$ cat config.mk
export PLATFORM = sky130hd
export DESIGN_NAME = fetch_controller
export DESIGN_NICKNAME = d
export VERILOG_FILES = /design/src/rtl/fetch_pkg.sv /design/src/rtl/return_address_stack.sv /design/src/rtl/fetch_controller.sv
export SDC_FILE = /design/constraint.sdc
export NUM_CORES = 1
export LEC_CHECK = 0
export ABC_AREA = 0
export CAP_MARGIN = 30
export CORE_ASPECT_RATIO = 0.75
export CORE_UTILIZATION = 50
export DETAILED_ROUTE_END_ITERATION = 8
export GPL_ROUTABILITY_DRIVEN = 0
export PLACE_DENSITY_LB_ADDON = 0.25
export SYNTH_ARGS = -nofsm -noshare
export SYNTH_HDL_FRONTEND = slang
export SYNTH_SLANG_ARGS = --single-unit
$ cat constraint.sdc
create_clock -name i_clk -period 2.59 [get_ports i_clk]
set_clock_uncertainty 0.2 [all_clocks]
set_input_delay 0.259 -clock i_clk [delete_from_list [all_inputs] [get_ports i_clk]]
set_output_delay 0.259 -clock i_clk [all_outputs]
set_load 0.005 [all_outputs]
$ cat src/rtl/fetch_pkg.sv
// Shared fetch-stage types: default parameters, FSM states, redirect sources.
// Latency: n/a (types and constants only).
// Backpressure: n/a.
package fetch_pkg;

  localparam logic [15:0] DEF_RESET_PC  = 16'h0000;
  localparam int          DEF_RAS_DEPTH = 4;

  // Instructions are halfword aligned; bit 0 of any PC is always forced low.
  localparam logic [15:0] PC_ALIGN_MASK = 16'hFFFE;

  typedef enum logic [1:0] {
    BOOT   = 2'd0,
    RUN    = 2'd1,
    BUBBLE = 2'd2
  } fetch_state_t;

  typedef enum logic [2:0] {
    NONE   = 3'd0,
    BRANCH = 3'd1,
    RET    = 3'd2,
    CALL   = 3'd3,
    JUMP   = 3'd4
  } redirect_src_t;

  function automatic logic [15:0] align_pc(input logic [15:0] addr);
    return addr & PC_ALIGN_MASK;
  endfunction

endpackage

$ cat src/rtl/return_address_stack.sv
// Circular return-address stack with sticky overflow/underflow flags.
// Latency: push/pop update state on the next edge; pop data is combinational from the top entry.
// Backpressure: none; a push when full evicts the oldest entry, a pop when empty returns EMPTY_ADDR.
module return_address_stack #(
  parameter int          DEPTH      = 4,
  parameter logic [15:0] EMPTY_ADDR = 16'h0000
) (
  input  logic        i_clk,
  input  logic        i_rst_n,
  input  logic        i_push,
  input  logic [15:0] i_push_addr,
  input  logic        i_pop,
  output logic [15:0] o_pop_addr,
  output logic        o_overflow,
  output logic        o_underflow
);

  localparam int PTR_W = (DEPTH > 1) ? $clog2(DEPTH) : 1;
  localparam int CNT_W = $clog2(DEPTH + 1);
  localparam logic [PTR_W-1:0] LAST_IDX = PTR_W'(DEPTH - 1);
  localparam logic [CNT_W-1:0] FULL_CNT = CNT_W'(DEPTH);

  logic [15:0]      r_mem [DEPTH];
  logic [PTR_W-1:0] r_wr_ptr;
  logic [CNT_W-1:0] r_count;
  logic             r_overflow;
  logic             r_underflow;

  logic [PTR_W-1:0] w_top_idx;
  logic [PTR_W-1:0] w_next_idx;

  // Pointer neighbours with explicit wrap so non-power-of-two depths also work.
  always_comb begin
    w_top_idx  = (r_wr_ptr == '0)       ? LAST_IDX : r_wr_ptr - PTR_W'(1);
    w_next_idx = (r_wr_ptr == LAST_IDX) ? '0       : r_wr_ptr + PTR_W'(1);
    o_pop_addr = (r_count == '0)        ? EMPTY_ADDR : r_mem[w_top_idx];
  end

  // Entry storage; contents are don't-care after reset since count gates reads.
  always_ff @(posedge i_clk) begin
    if (i_rst_n && i_push) begin
      r_mem[r_wr_ptr] <= i_push_addr;
    end
  end

  // Pointer, occupancy and sticky error flags. When full the write slot is the
  // oldest entry, so overwriting it and advancing the pointer evicts it.
  always_ff @(posedge i_clk) begin
    if (!i_rst_n) begin
      r_wr_ptr    <= '0;
      r_count     <= '0;
      r_overflow  <= 1'b0;
      r_underflow <= 1'b0;
    end else if (i_push) begin
      r_wr_ptr <= w_next_idx;
      if (r_count == FULL_CNT) begin
        r_overflow <= 1'b1;
      end else begin
        r_count <= r_count + CNT_W'(1);
      end
    end else if (i_pop) begin
      if (r_count == '0) begin
        r_underflow <= 1'b1;
      end else begin
        r_wr_ptr <= w_top_idx;
        r_count  <= r_count - CNT_W'(1);
      end
    end
  end

  assign o_overflow  = r_overflow;
  assign o_underflow = r_underflow;

endmodule

$ cat src/rtl/fetch_controller.sv
// Fetch PC sequencer: prioritised redirects, stall hold, BOOT/RUN/BUBBLE tracking, return-address stack.
// Latency: redirect reaches pc one edge later; the first correct-path fetch is valid one edge after that.
// Backpressure: stall holds pc and fetch_valid unless a redirect arrives in the same cycle.
module fetch_controller
  import fetch_pkg::*;
#(
  parameter logic [15:0] RESET_PC  = DEF_RESET_PC,
  parameter int          RAS_DEPTH = DEF_RAS_DEPTH
) (
  input  logic        i_clk,
  input  logic        i_rst_n,
  input  logic        i_stall,
  input  logic        i_jump,
  input  logic [15:0] i_jump_target,
  input  logic        i_branch_taken,
  input  logic [15:0] i_branch_target,
  input  logic        i_call,
  input  logic [15:0] i_call_target,
  input  logic [15:0] i_return_addr,
  input  logic        i_ret,
  output logic [15:0] o_pc,
  output logic        o_fetch_valid,
  output logic        o_kill,
  output logic        o_ras_overflow,
  output logic        o_ras_underflow
);

  fetch_state_t  r_state;
  logic [15:0]   r_pc;
  logic          r_fetch_valid;
  logic          r_kill;

  redirect_src_t w_src;
  logic [15:0]   w_target;
  logic          w_redirect;
  logic          w_push;
  logic          w_pop;
  logic [15:0]   w_ras_pop_addr;
  logic [15:0]   w_pc_inc;

  // Redirect priority mux: branch beats ret beats call beats jump; only the winner acts.
  always_comb begin
    w_src    = NONE;
    w_target = 16'h0000;
    if (i_branch_taken) begin
      w_src    = BRANCH;
      w_target = i_branch_target;
    end else if (i_ret) begin
      w_src    = RET;
      w_target = w_ras_pop_addr;
    end else if (i_call) begin
      w_src    = CALL;
      w_target = i_call_target;
    end else if (i_jump) begin
      w_src    = JUMP;
      w_target = i_jump_target;
    end
    w_redirect = (w_src != NONE);
    w_push     = (w_src == CALL);
    w_pop      = (w_src == RET);
    w_pc_inc   = r_pc + 16'd2;
  end

  return_address_stack #(
    .DEPTH      (RAS_DEPTH),
    .EMPTY_ADDR (RESET_PC)
  ) u_ras (
    .i_clk       (i_clk),
    .i_rst_n     (i_rst_n),
    .i_push      (w_push),
    .i_push_addr (align_pc(i_return_addr)),
    .i_pop       (w_pop),
    .o_pop_addr  (w_ras_pop_addr),
    .o_overflow  (o_ras_overflow),
    .o_underflow (o_ras_underflow)
  );

  // Fetch FSM with registered pc/fetch_valid/kill; redirect wins over stall from any state.
  always_ff @(posedge i_clk) begin
    if (!i_rst_n) begin
      r_state       <= BOOT;
      r_pc          <= RESET_PC;
      r_fetch_valid <= 1'b0;
      r_kill        <= 1'b0;
    end else if (w_redirect) begin
      r_state       <= BUBBLE;
      r_pc          <= align_pc(w_target);
      r_fetch_valid <= 1'b0;
      r_kill        <= 1'b1;
    end else begin
      case (r_state)
        BOOT, RUN, BUBBLE: begin
          if (!i_stall) begin
            r_state       <= RUN;
            r_pc          <= w_pc_inc;
            r_fetch_valid <= 1'b1;
            r_kill        <= 1'b0;
          end
        end
        default: begin
          r_state       <= BOOT;
          r_fetch_valid <= 1'b0;
          r_kill        <= 1'b0;
        end
      endcase
    end
  end

  assign o_pc          = r_pc;
  assign o_fetch_valid = r_fetch_valid;
  assign o_kill        = r_kill;

endmodule

# ---- Yosys cells after proc, flatten, opt, wreduce, memory -nomap -nowiden
# Memory sizes are Yosys's and may differ from the RTL's.
# Index checks and enable logic that the tools add are counted.
dict set report totals {
  regBits 26
  ram_bits 60
  in_bits 71
  output_inout_bits 20
  word_cells 74
  memories 1
}
dict set report op_classes {
  n_addsub 5
  n_eq_ne 10
  muxes 29
  bitwise 4
  n_reduce_logical 16
}
# name words word_bits read_ports rd_ports_with_merged_regs wr line
set memory_table {}
lappend memory_table {u_ras.r_mem 4 15 1 0 1 return_address_stack.sv:23} ;# logic [15:0] r_mem [DEPTH];
# op n
set ops {}
lappend ops {{$mux W16} 8}
lappend ops {{$mux W3} 8}
lappend ops {{$add A16 B2 Y16 const B} 1}
lappend ops {{$mux W2} 8}
lappend ops {{$reduce_and A2 Y1} 4}
lappend ops {{$eq A3 B2 Y1 const B} 2}
lappend ops {{$reduce_and A3 Y1} 2}
lappend ops {{$reduce_or A3 Y1} 2}
lappend ops {{$mux W1} 5}
lappend ops {{$eq A2 B2 Y1 const B} 2}
lappend ops {{$logic_not A2 Y1} 2}
lappend ops {{$ne A2 B1 Y1 const B} 2}
lappend ops {{$not A1 Y1} 4}
lappend ops {{$reduce_bool A2 Y1} 2}
lappend ops {{$add A3 B1 Y3 const B} 1}
lappend ops {{$eq A3 B3 Y1 const B} 1}
lappend ops {{$logic_not A3 Y1} 1}
lappend ops {{$ne A3 B3 Y1 const B} 1}
lappend ops {{$reduce_bool A3 Y1} 1}
lappend ops {{$sub A3 B1 Y3 const B} 1}
lappend ops {{$add A2 B1 Y2 const B} 1}
lappend ops {{$eq A2 B1 Y1 const B} 1}
lappend ops {{$ne A2 B2 Y1 const B} 1}
lappend ops {{$reduce_or A2 Y1} 1}
lappend ops {{other kinds (2)} 2}

# ---- Logic depth before layout (Yosys ltp)
# Gate-level depths: netlist (run 1).
dict set report logic_depth {
  word_depth 8
  mapped_depth 9
  mapped_depth_nobuf 7
}

# ---- Hierarchy
# A second synthesis (run 1) with hierarchy kept.
dict set report unflattened {
  hier_cells 346
  area_unflattened_um2 4339.2
}
# mod instances cells_per_inst area_per_inst_um2
set by_module_without_submodules {}
lappend by_module_without_submodules {return_address_stack 1 160 2909.0}
lappend by_module_without_submodules {fetch_controller 1 186 1430.1}

# ---- Worst setup path after synthesis (run 1)
# OpenSTA, ideal clock, no wires.
dict set report synth_path {
  path_type {input -> register}
  start {input port i_branch_taken}
  end {register u_ras.r_count[2]}
  arrival_ps 2118
  t_required_ps 2275
  slack_ps 157
  path_stages 9
  n_path_buf 2
  path_cell_list {buf_4 nor3b_2 clkbuf_1 xnor2_1 ha_1 or3_1 a2111oi_2 xor2_1 and2_1}
}
dict set report synth_between {
  elab_chain_cells 4
}
# element line
set synth_lines {}
lappend synth_lines {{start, declared} fetch_controller.sv:15} ;# input logic i_branch_taken,
lappend synth_lines {{$mux W3 *} fetch_controller.sv:45} ;# if (i_branch_taken) begin
lappend synth_lines {{$eq A3 B2 Y1 (on tied branches)} {fetch_controller.sv:59, fetch_controller.sv:60}}
lappend synth_lines {{$ne A2 B2 Y1 (no source line), or another cell as far along} -}
lappend synth_lines {{$reduce_and A3 Y1 (no source line)} -}
lappend synth_lines {{end signal, assigned} return_address_stack.sv:59} ;# r_count <= r_count + CNT_W'(1);
lappend synth_lines {{end signal, assigned} return_address_stack.sv:66} ;# r_count <= r_count - CNT_W'(1);
lappend synth_lines {{end, declared} return_address_stack.sv:25} ;# logic [CNT_W-1:0] r_count;
# Mark *: on every way between the ends. The rest lies on a longest branch, timed or not.
# A chain may end at the register's enable or synchronous reset.

# ---- Worst setup path in the final report (run 1)
dict set report layout_path {
  start {register u_ras.r_wr_ptr[1]}
  end {register r_pc[9] (netlist: o_pc[9])}
}
dict set report layout_between {
  elab_chain_cells 7
}
# element line
set layout_lines {}
lappend layout_lines {{start, declared} return_address_stack.sv:24} ;# logic [PTR_W-1:0] r_wr_ptr;
lappend layout_lines {{start signal, assigned} return_address_stack.sv:55} ;# r_wr_ptr <= w_next_idx;
lappend layout_lines {{start signal, assigned} return_address_stack.sv:65} ;# r_wr_ptr <= w_top_idx;
lappend layout_lines {{$sub A2 B1 Y2 / $logic_not A2 Y1 (equally long branches)} return_address_stack.sv:34} ;# w_top_idx = (r_wr_ptr == '0) ? LAST_IDX : r_wr_ptr - PTR_W'(1);
lappend layout_lines {{$mux W2 *} return_address_stack.sv:34}
lappend layout_lines {{$mem_v2 Z4 W15 *} -}
lappend layout_lines {{$mux W16 *} return_address_stack.sv:36} ;# o_pop_addr = (r_count == '0) ? EMPTY_ADDR : r_mem[w_top_idx];
lappend layout_lines {{$mux W16 *} fetch_controller.sv:48} ;# end else if (i_ret) begin
lappend layout_lines {{$mux W16 *} fetch_controller.sv:45}
lappend layout_lines {{$mux W16 *} fetch_controller.sv:85} ;# end else if (w_redirect) begin
lappend layout_lines {{end signal, assigned} fetch_controller.sv:87} ;# r_pc <= align_pc(w_target);
lappend layout_lines {{end signal, assigned} fetch_controller.sv:95} ;# r_pc <= w_pc_inc;
lappend layout_lines {{end, declared} fetch_controller.sv:29} ;# logic [15:0] r_pc;
# Marks and branches as above.

==> run metrics, run 1 <==
Syn Inst Count roughly 290; Total Routed Length approximately 9000 um; fraction of layout cells with a size suffix above 1 0.140; ports placed on the boundary approximately 90; pins over their slew limit 0; Post-synth EDFFs 60; number of iterations in the first detailed-routing pass 4; number of max-capacitance violations reported 0; gr usage total 0.237; Critical Setup Path Class reg -> reg; number of sinks driven by the clock tree 84; Synth cell types 45; Row Count 27; net switching share of the total power 0.249; per-instance average area after synthesis between 10 and 15 um^2; share of power burned in the clock network 0.316; most used flip-flop cell after synthesis edfxtp_1; Post-Syn Area 3860 um^2; starting density of the core 0.522; number of clock buffers inserted by TritonCTS 9; filler cell count in the final layout 522; post-synthesis register bit count 84; logic gate share of total power 0.174; sequential share of the synthesized area 0.591; static power due to leakage around 0.0017 uW; die width around 100 um; pin count of the biggest net entering global routing 27; CTS-repair resized insts 0; list of most frequent post-synthesis cells edfxtp_1, dfxtp_1, mux4_2, o21ai_0; remaining global-route overflow 0; post-route ant nets 0; clock tree from TritonCTS done; total of warnings raised by yosys 0; number of global-route vias before repair approximately 2700; Startpoint Class register; number of antenna violations at the first check in global routing 0; global-route wire length before repair roughly 14000 um; setup repair after global routing missed its margin no; power density over the cells just under 600 nW/um^2; antenna diode count 0; Yosys top cell by area edfxtp_1; maximum buffer depth of the clock tree 2; # port buffers 85; period utilization 0.916; result of the run finished clean; Total Negative Setup Slacks 0 ns; Mapped Nets around 360; peak ir drop on the vdd network approximately 0.42 mV; Core Box Area approximately 7400 um^2; # Post-CTS Setup Buffers 0; vias after detailed routing around 2900; die area approximately 8100 um^2; Max-slew headroom 0.661; number of failing hold endpoints at the final stage 0; FF+latch area between 2000 and 2500 um^2; signed area change from the synthesized netlist to the final layout 31.9%; internal power summed over all cells between 2000 and 2500 uW; async set or reset register ratio after synthesis 0; Final setup violation count 0; measured slew at the worst slew-check pin a little over 0.5 ns; CTS Root Buffer Type clkbuf_8; Critical Path Sink Type register; utilization of the core after routing 0.688; sequential fraction of design power 0.510; height of the die between 70 and 80 um; required time of the critical path 2.62 ns; via density per instance a little under 6; final HPWL from detailed placement between 6000 and 7000 um; switching component of the power between 700 and 800 uW; clock network latency to the later pin of the worst-skew pair 0.35 ns; maximum fanout along the worst path 15; hold crit path type reg -> reg; min cycle time layout about 2.4 ns; share of the synthesized area in the top cell type 0.466; data arrival time at the worst-slack endpoint 2.41 ns; post-cts hold buffer count 0; Final nets approximately 460; drt wl/cell ~18 um; cell with the most instances after synthesis edfxtp_1; Clock H-tree levels 3; cell types occupying the most area after synthesis edfxtp_1, dfxtp_1, mux4_2, a211oi_1, xor2_1; area of combinational cells with multiple inputs around 1500 um^2; number of DRC violations after detailed routing 0; clock slew seen by the registers of the worst setup and hold paths ~0.080 ns; count of routing violations after the opening detailed-route iteration between 100 and 150; Peak Freq 421 MHz
==> cell families after synthesis <==
family / Yosys count / share of synthesized area
DFF: 84 / 0.591
xor gates and xnor gates: 16 / 0.0363
adders and majority gates: 6 / 0.0194
buffers and inverters: 22 / 0.0285
and+or+nand+nor: 62 / 0.0930
AOI/OAI and AO/OA: 77 / 0.136
muxes: 18 / 0.0952
other: 1 / 0.000971
==> per-layer routing <==
metal  wire length, um  vias to the layer above  global-route usage
li1                  -                     1324                   -
met1              4190                     1428               0.341
met2              4120                      124               0.362
met3               634                        7              0.0597
met4                74                        0              0.0535
met5                 0                        -                   0
==> area by class of cell <==
cell class | instances | share of cell area
multi-input combinational | 180 | 0.289
sequential | 84 | 0.448
inverter | 4 | 0.00295
clock inverter | 5 | 0.0118
timing repair buffer | 103 | 0.196
tap | 101 | 0.0248
clock buffer | 11 | 0.0278
==> critical path: stages, from the launching register on <==
cell and delay [ns]:
dfxtp_1 0.38, inv_1 0.08, ha_1 0.25, nor2b_4 0.15, buf_12 0.18, mux4_2 0.52, a211oi_1 0.36, o22ai_1 0.12
==> per-stage QoR <==
stage / instance area (um^2) / total power [uW] / cells / setup WS, ns / hold WS, ns
after detailed placement: 4890 / 2070 / 472 / 0.0265 / 0.297
after floorplan: 3860 / 1820 / 286 / 0.157 / 0.158
after CTS: 5090 / 3010 / 488 / 0.216 / 0.316
after global placement: 4890 / 2060 / 472 / 0.0532 / 0.276
final: 5090 / 3000 / 488 / 0.217 / 0.313
after global routing: 5090 / 3120 / 488 / 0.0992 / 0.338
==> registers in the layout, summed over array words and instances, names as in the netlist <==
register and cells:
u_ras.r_mem 60, o_pc 15, u_ras.r_count 3, u_ras.r_wr_ptr 2, o_fetch_valid 1, o_kill 1, u_ras.o_overflow 1, u_ras.o_underflow 1
==> final timing paths <==
path / startpoint / endpoint / slack (ns) / depth (start not counted)
setup / recovery: u_ras.r_wr_ptr[1] / o_pc[9] / 0.22 / 7
hold / removal: u_ras.o_underflow / u_ras.o_underflow / 0.31 / 2
setup reg to reg: u_ras.r_wr_ptr[1] / o_pc[9] / 0.22 / 7
hold reg to reg: u_ras.o_underflow / u_ras.o_underflow / 0.31 / 2
==> power by group through the flow <==
stage	combinational, uW	clock (uW)	sequential [uW]
detailed placement	517	0	1560
CTS	521	959	1530
floorplan	264	0	1550
global route	564	1020	1530
global placement	506	0	1550
finish	520	948	1530
==> placed cells by master, fill, tap and decap left out, types with 3 or more instances in the layout <==
master           Yosys  final
inv_1                4      4
o21ai_0             15     15
nor3_1               7      7
nor2_1              12     12
nor2b_1              7      7
o211ai_1             6      6
ha_1                 6      6
dfxtp_1             24     24
clkbuf_8             0     10
a31oi_1              4      4
buf_4                2     17
o22ai_1             12     12
xor2_1               9      9
a21oi_1             11     11
xnor2_1              7      7
nand2_1              6      6
a211oi_1            11     11
mux4_2              15     15
and3_1               9      9
a32o_1               7      7
edfxtp_1            60     60
nand4_1              5      5
nand3_1              4      4
mux2i_1              3      3
clkdlybuf4s50_1      0     85
a21boi_0             3      3
No activity file was read; power rests on OpenSTA's default activity.
==> inputs of run 2 (changes only) <==
Settings changed: CELL_PAD_IN_SITES_DETAIL_PLACEMENT from default to 1, CELL_PAD_IN_SITES_GLOBAL_PLACEMENT from default to 2, CORE_UTILIZATION 50 to 30, HOLD_SLACK_MARGIN from default to 0.15.
Clock period 2.59 ns to 2.1 ns, I/O delays scaled along.
==> run 2 against run 1 <==
Effect of this change:
- the flow now finishes with violations (negative setup slack)
- sequential share of layout area is 4.0 points lower
- largest power group unchanged
- non-clock buffer count is 22 higher
- sequential cell count stayed put
- worst setup slack worse by 0.27 ns
- routed wire length is 21% higher
- global-route usage shrank 6.5 points
- highest routed layer unchanged
- register-to-register slack lost 0.27 ns
- power is 39% higher
- clock power up 59%
- cell area rose by 9.9%
- die area is 65% higher
==> run metrics, run 2 (synthesized netlist as in run 1, its figures left out) <==
number of failing hold endpoints at the final stage 0; clock tree from TritonCTS done; hold path cells 1; final cell count without fillers around 580; Total Power 4180 uW; largest reg by FF count u_ras.r_mem; Total Routed Length about 11000 um; static power due to leakage roughly 0.0019 uW; period utilization 1.03; most frequent standard cell in the layout excluding fill and tap cells clkdlybuf4s50_1; delay of the slowest cell on the worst path 0.52 ns; antenna diode count 0; hold crit path type in -> reg; peak ir drop on the vdd network about 0.48 mV; starting density of the core 0.311; final HPWL from detailed placement roughly 7900 um; result of the run complete, but fails checks; pin count of the biggest net entering global routing 19; buffering stage count on the worst path with inverters included 3; min cycle time layout approximately 2.2 ns; die area around 13000 um^2; number of global-route vias before repair 3024; power density over the cells about 750 nW/um^2; number of sinks driven by the clock tree 84; number of antenna violations at the first check in global routing 0; Hold Startpoint i_return_addr[4]; data arrival time at the worst-slack endpoint ~2.2 ns; height of the die 100 um; most used cells in the layout excluding fill and tap cells clkdlybuf4s50_1, edfxtp_1, buf_4; Critical Path Sink Type register; filler cell count in the final layout between 1000 and 1500; number of placed instances with taps included 555; Peak Freq approximately 460 MHz; number of DRC violations after detailed routing 0; signed area change from the synthesized netlist to the final layout 44.9%; number of iterations in the first detailed-routing pass 4; worst-path cell chain inv_2 -> ha_4 -> nor2b_4 -> buf_12 -> buf_4 -> mux4_2 -> a211oi_2 -> o32ai_1; ports placed on the boundary 91; final worst setup slack -0.0526 ns; CTS Root Buffer Type clkbuf_16; Row Count 35; slowest cell on the critical path mux4_2; required time of the critical path 2.11 ns; Worst R2R Start u_ras.r_wr_ptr[0]; vias after detailed routing between 2000 and 3000; # port buffers 85; number of max-capacitance violations reported 0; global-route wire length before repair 16800 um; pins over their slew limit 0; gr usage total 0.172; family with the most delay on the worst path multiplexers; flip-flop count of the largest register after layout 60; violated checks negative setup slack; remaining global-route overflow 0; setup repair after global routing missed its margin yes; number of clock buffers inserted by TritonCTS 9; via density per instance roughly 5.0; drt wl/cell roughly 19 um; cells on worst reg2reg path 8; maximum fanout along the worst path 9; Final setup violation count 5; count of routing violations after the opening detailed-route iteration approximately 190; Non-Filler Cell Area, Final around 5600 um^2; end point of the worst hold path u_ras.r_mem[3][3]; clock slew seen by the registers of the worst setup and hold paths approximately 0.060 ns; post-route ant nets 0; pre-CTS setup slack -0.396 ns; Core Box Area roughly 12000 um^2; slack of the worst reg-to-reg path -0.05 ns; Critical Setup Path Class reg -> reg; Clock H-tree levels 3; reg-to-reg endpoint o_pc[7]; Startpoint Class register; die width around 130 um; maximum buffer depth of the clock tree 2; clock network latency to the later pin of the worst-skew pair between 0.3 and 0.4 ns; Final nets 481; utilization of the core after routing 0.450; placement-stage cell area just over 5000 um^2; fraction of layout cells with a size suffix above 1 0.247
-- run 2: changes by cell type in the layout (fill, tap and decap cells not counted), moves of 3 or more --
| cell | previous run | this run |
|---|---|---|
| buf_4 | 17 | 33 |
| clkbuf_8 | 10 | 0 |
| clkbuf_16 | 0 | 9 |
| a211oi_1 | 11 | 4 |
| a211oi_2 | 0 | 7 |
| a21oi_1 | 11 | 5 |
| a21oi_2 | 1 | 7 |
| buf_12 | 1 | 5 |
| clkdlybuf4s50_1 | 85 | 82 |
-- run 2: timing repair --
action,in CTS,in global routing
resized for setup,18,7
endpoints found under the setup margin,13,16
pin swaps,5,6
buffers inserted,0,4
hold buffers,0,0
-- run 2: power by group --
part / switching, uW / leakage [uW] / internal [uW]
Clock: 691 / 0.000139 / 818
Sequential: 58.6 / 0.000740 / 1830
Combinational: 342 / 0.00102 / 441
-- run 2: worst max-delay path by stage --
stage                                 start               end  slack [ns]  cells after the start
after floorplan              i_branch_taken  u_ras.r_count[2]       -0.12                      9
after global placement       i_branch_taken  u_ras.r_count[2]       -0.34                      8
after detailed placement     i_branch_taken  u_ras.r_count[2]       -0.40                      8
after CTS                 u_ras.r_wr_ptr[0]          o_pc[15]       -0.03                      8
after global routing      u_ras.r_wr_ptr[0]          o_pc[11]       -0.13                      8
final                     u_ras.r_wr_ptr[0]           o_pc[7]       -0.05                      8
-- run 2: per-stage QoR --
| step | TNS, ns | hold WS [ns] |
|---|---|---|
| after floorplan | -0.118 | 0.109 |
| after detailed placement | -2.69 | 0.309 |
| after global routing | -0.752 | 0.314 |
| after global placement | -1.73 | 0.301 |
| final | -0.122 | 0.302 |
| after CTS | -0.0544 | 0.300 |
-- run 2: cell type report --
type / count / area, um^2 / area share
repair buffers: 125 / 1220 / 0.219
inverters: 4 / 15.0 / 0.00268
clock buffers: 9 / 225 / 0.0402
multi-input cells: 180 / 1590 / 0.283
clock inverters: 7 / 55.1 / 0.00983
well taps: 166 / 208 / 0.0371
flip-flops and latches: 84 / 2280 / 0.408
-- run 2: worst register-to-register path: cells and delay by family (launching register included) --
family | cells | cell delay (ns)
buffers and inverters | 3 | 0.30
muxes | 1 | 0.52
and+or+nand+nor | 1 | 0.13
adders and majority gates | 1 | 0.17
DFF | 1 | 0.33
AOI/OAI and AO/OA | 2 | 0.38
-- run 2: per-layer routing --
| layer | global-route usage | part of all wire | vias to the layer above |
|---|---|---|---|
| li1 | - | - | 1375 |
| met1 | 0.225 | 0.48 | 1424 |
| met2 | 0.280 | 0.47 | 69 |
| met3 | 0.0465 | 0.043 | 7 |
| met4 | 0.0486 | 0.0088 | 0 |
| met5 | 0 | 0 | - |
==> inputs of run 3 (changes only) <==
Settings changed: GPL_TIMING_DRIVEN from default to 0.
==> run 3 against run 2 <==
Effect of this change:
- the flow still finishes with violations (negative setup slack)
- critical endpoint is now o_pc[11]
- cell area is 1.6% lower
- sequential power hardly changed
- final cell count is 2.1% lower
- critical path depth stayed put
- clock power is 7% higher
- first-iteration DRC count is 11% lower
- global-route usage is 0.30 points higher
- die area stayed put
- highest routed layer unchanged
- worst setup slack worse by 0.030 ns
- routed wire length is 2.3% higher
- hold slack worse by 0.21 ns
==> run metrics, run 3 (synthesized netlist as in run 1, its figures left out) <==
result of the run complete, but fails checks; violated checks negative setup slack; global-route wire length before repair between 15000 and 20000 um; required time of the critical path 2.12 ns; delay of the slowest cell on the worst path roughly 0.54 ns; number of antenna violations at the first check in global routing 0; height of the die 100 um; count of routing violations after the opening detailed-route iteration roughly 170; number of max-capacitance violations reported 0; largest reg by FF count u_ras.r_mem; post-cts hold buffer count 1; Worst R2R Start u_ras.r_wr_ptr[1]; static power due to leakage between 0.0015 and 0.002 uW; pins over their slew limit 0; Crit path depth 8; Row Count 35; buffering stage count on the worst path with inverters included 3; antenna diode count 0; starting density of the core 0.311; final worst setup slack -0.0825 ns; vias after detailed routing between 2000 and 3000; Total Power roughly 4300 uW; min cycle time layout ~2.2 ns; power density over the cells between 700 and 800 nW/um^2; hold path cells 3; maximum fanout along the worst path 7; measured slew at the worst slew-check pin roughly 0.89 ns; gr usage total 0.175; via density per instance about 5.1; number of iterations in the first detailed-routing pass 4; remaining global-route overflow 0; drt wl/cell ~20 um; die area 13300 um^2; fraction of layout cells with a size suffix above 1 0.229; maximum buffer depth of the clock tree 2; reg-to-reg endpoint o_pc[11]; family with the most delay on the worst path multiplexers; number of DRC violations after detailed routing 0; Max-slew headroom 0.404; number of global-route vias before repair 3005; cell with the most instances on the worst path buf_12; Startpoint Class register; most used cells in the layout excluding fill and tap cells clkdlybuf4s50_1, edfxtp_1, dfxtp_1; number of sinks driven by the clock tree 84; most frequent standard cell in the layout excluding fill and tap cells clkdlybuf4s50_1; peak ir drop on the vdd network just under 0.8 mV; number of clock buffers inserted by TritonCTS 9; Final nets roughly 470; clock tree from TritonCTS done; CTS Root Buffer Type clkbuf_16; Critical Setup Path Class reg -> reg; worst-path cell chain inv_4 -> ha_4 -> nor2b_4 -> buf_12 -> buf_12 -> mux4_2 -> a211oi_4 -> o22ai_1; slack of the worst reg-to-reg path -0.08 ns; utilization of the core after routing 0.443; Clock H-tree levels 3; ports placed on the boundary 91; Peak Freq roughly 460 MHz; capture point of the critical path o_pc[11]; number of failing hold endpoints at the final stage 0; clock slew seen by the registers of the worst setup and hold paths roughly 0.07 ns; origin of the worst setup path u_ras.r_wr_ptr[1]; flip-flop count of the largest register after layout 60; clock network latency to the later pin of the worst-skew pair roughly 0.33 ns; post-route ant nets 0; signed area change from the synthesized netlist to the final layout 42.7%; # port buffers 83; filler cell count in the final layout 1290; Critical Path Sink Type register; Final setup violation count 7; die width around 130 um; setup repair after global routing missed its margin yes; final HPWL from detailed placement ~7900 um; slowest cell on the critical path mux4_2; period utilization 1.04; cells on worst reg2reg path 8; hold crit path type in -> reg; Core Box Area around 12000 um^2; pin count of the biggest net entering global routing 17; data arrival time at the worst-slack endpoint between 2 and 2.5 ns; Total Routed Length 11200 um
-- run 3: cell count changes in the layout (fill, tap and decap cells not counted), sizes merged --
cell	delta
dlymetal6s2s	-2
clkdlybuf4s50	-1
clkbuf	+12
dlygate4sd3	+1
buf	-21
bufinv	+1
dlygate4sd2	-1
clkinvlp	-1
-- run 3: worst reg2reg max path, cell delays in order, from the launching register on --
cell and delay (ns):
dfxtp_4 0.37, inv_4 0.04, ha_4 0.16, nor2b_4 0.12, buf_12 0.14, buf_12 0.12
mux4_2 0.54, a211oi_4 0.28, o22ai_1 0.10
-- run 3: what timing repair did --
action,CTS,global route
setup buffers,8,3
gates resized for setup,27,17
hold endpoints to repair,5,2
pin swaps,15,7
cloned,1,0
setup endpoints to repair,77,48
-- run 3: metrics by stage --
| stage | setup TNS [ns] | std cells | instance area (um^2) | setup slack [ns] | hold WS (ns) |
|---|---|---|---|---|---|
| final | -0.264 | 563 | 5510 | -0.0825 | 0.0908 |
| after global routing | -0.864 | 563 | 5510 | -0.139 | 0.127 |
| after CTS | -0.532 | 561 | 5450 | -0.0910 | 0.0685 |
| after detailed placement | -44.00 | 535 | 4960 | -0.838 | 0.288 |
| after global placement | -42.93 | 535 | 4960 | -0.849 | 0.284 |
| after floorplan | -0.118 | 286 | 3920 | -0.118 | 0.109 |
-- run 3: power by group --
part	internal, uW	switching [uW]
Clock	941	682
Sequential	1830	66.4
Combinational	409	351
Total	3180	1100
-- run 3: cell type report --
cell class | instances | area (um^2) | share of cell area
clock buffers | 9 | 225 | 0.0409
multi-input cells | 180 | 1620 | 0.295
plain buffers | 18 | 138 | 0.0250
inverters | 4 | 17.5 | 0.00318
flip-flops and latches | 84 | 2290 | 0.416
well taps | 166 | 208 | 0.0377
repair buffers | 95 | 926 | 0.168
clock inverters | 7 | 80.1 | 0.0145
-- run 3: metal layers --
layer  global-route usage  vias up  wire (um)
met2                0.275       70       5070
met4               0.0460        0        157
li1                     -     1350          -
met5                    0        -          0
met3               0.0455       12        450
met1                0.239     1413       5480
-- run 3: worst min-delay path by stage --
stage / slack (ns) / endpoint / start
floorplan: 0.11 / u_ras.r_mem[0][0] / i_return_addr[1]
global placement: 0.28 / u_ras.o_underflow / u_ras.o_underflow
detailed placement: 0.29 / u_ras.o_overflow / u_ras.o_overflow
CTS: 0.07 / o_pc[13] / i_branch_taken
global route: 0.13 / o_pc[13] / i_branch_taken
finish: 0.09 / o_pc[13] / i_branch_taken
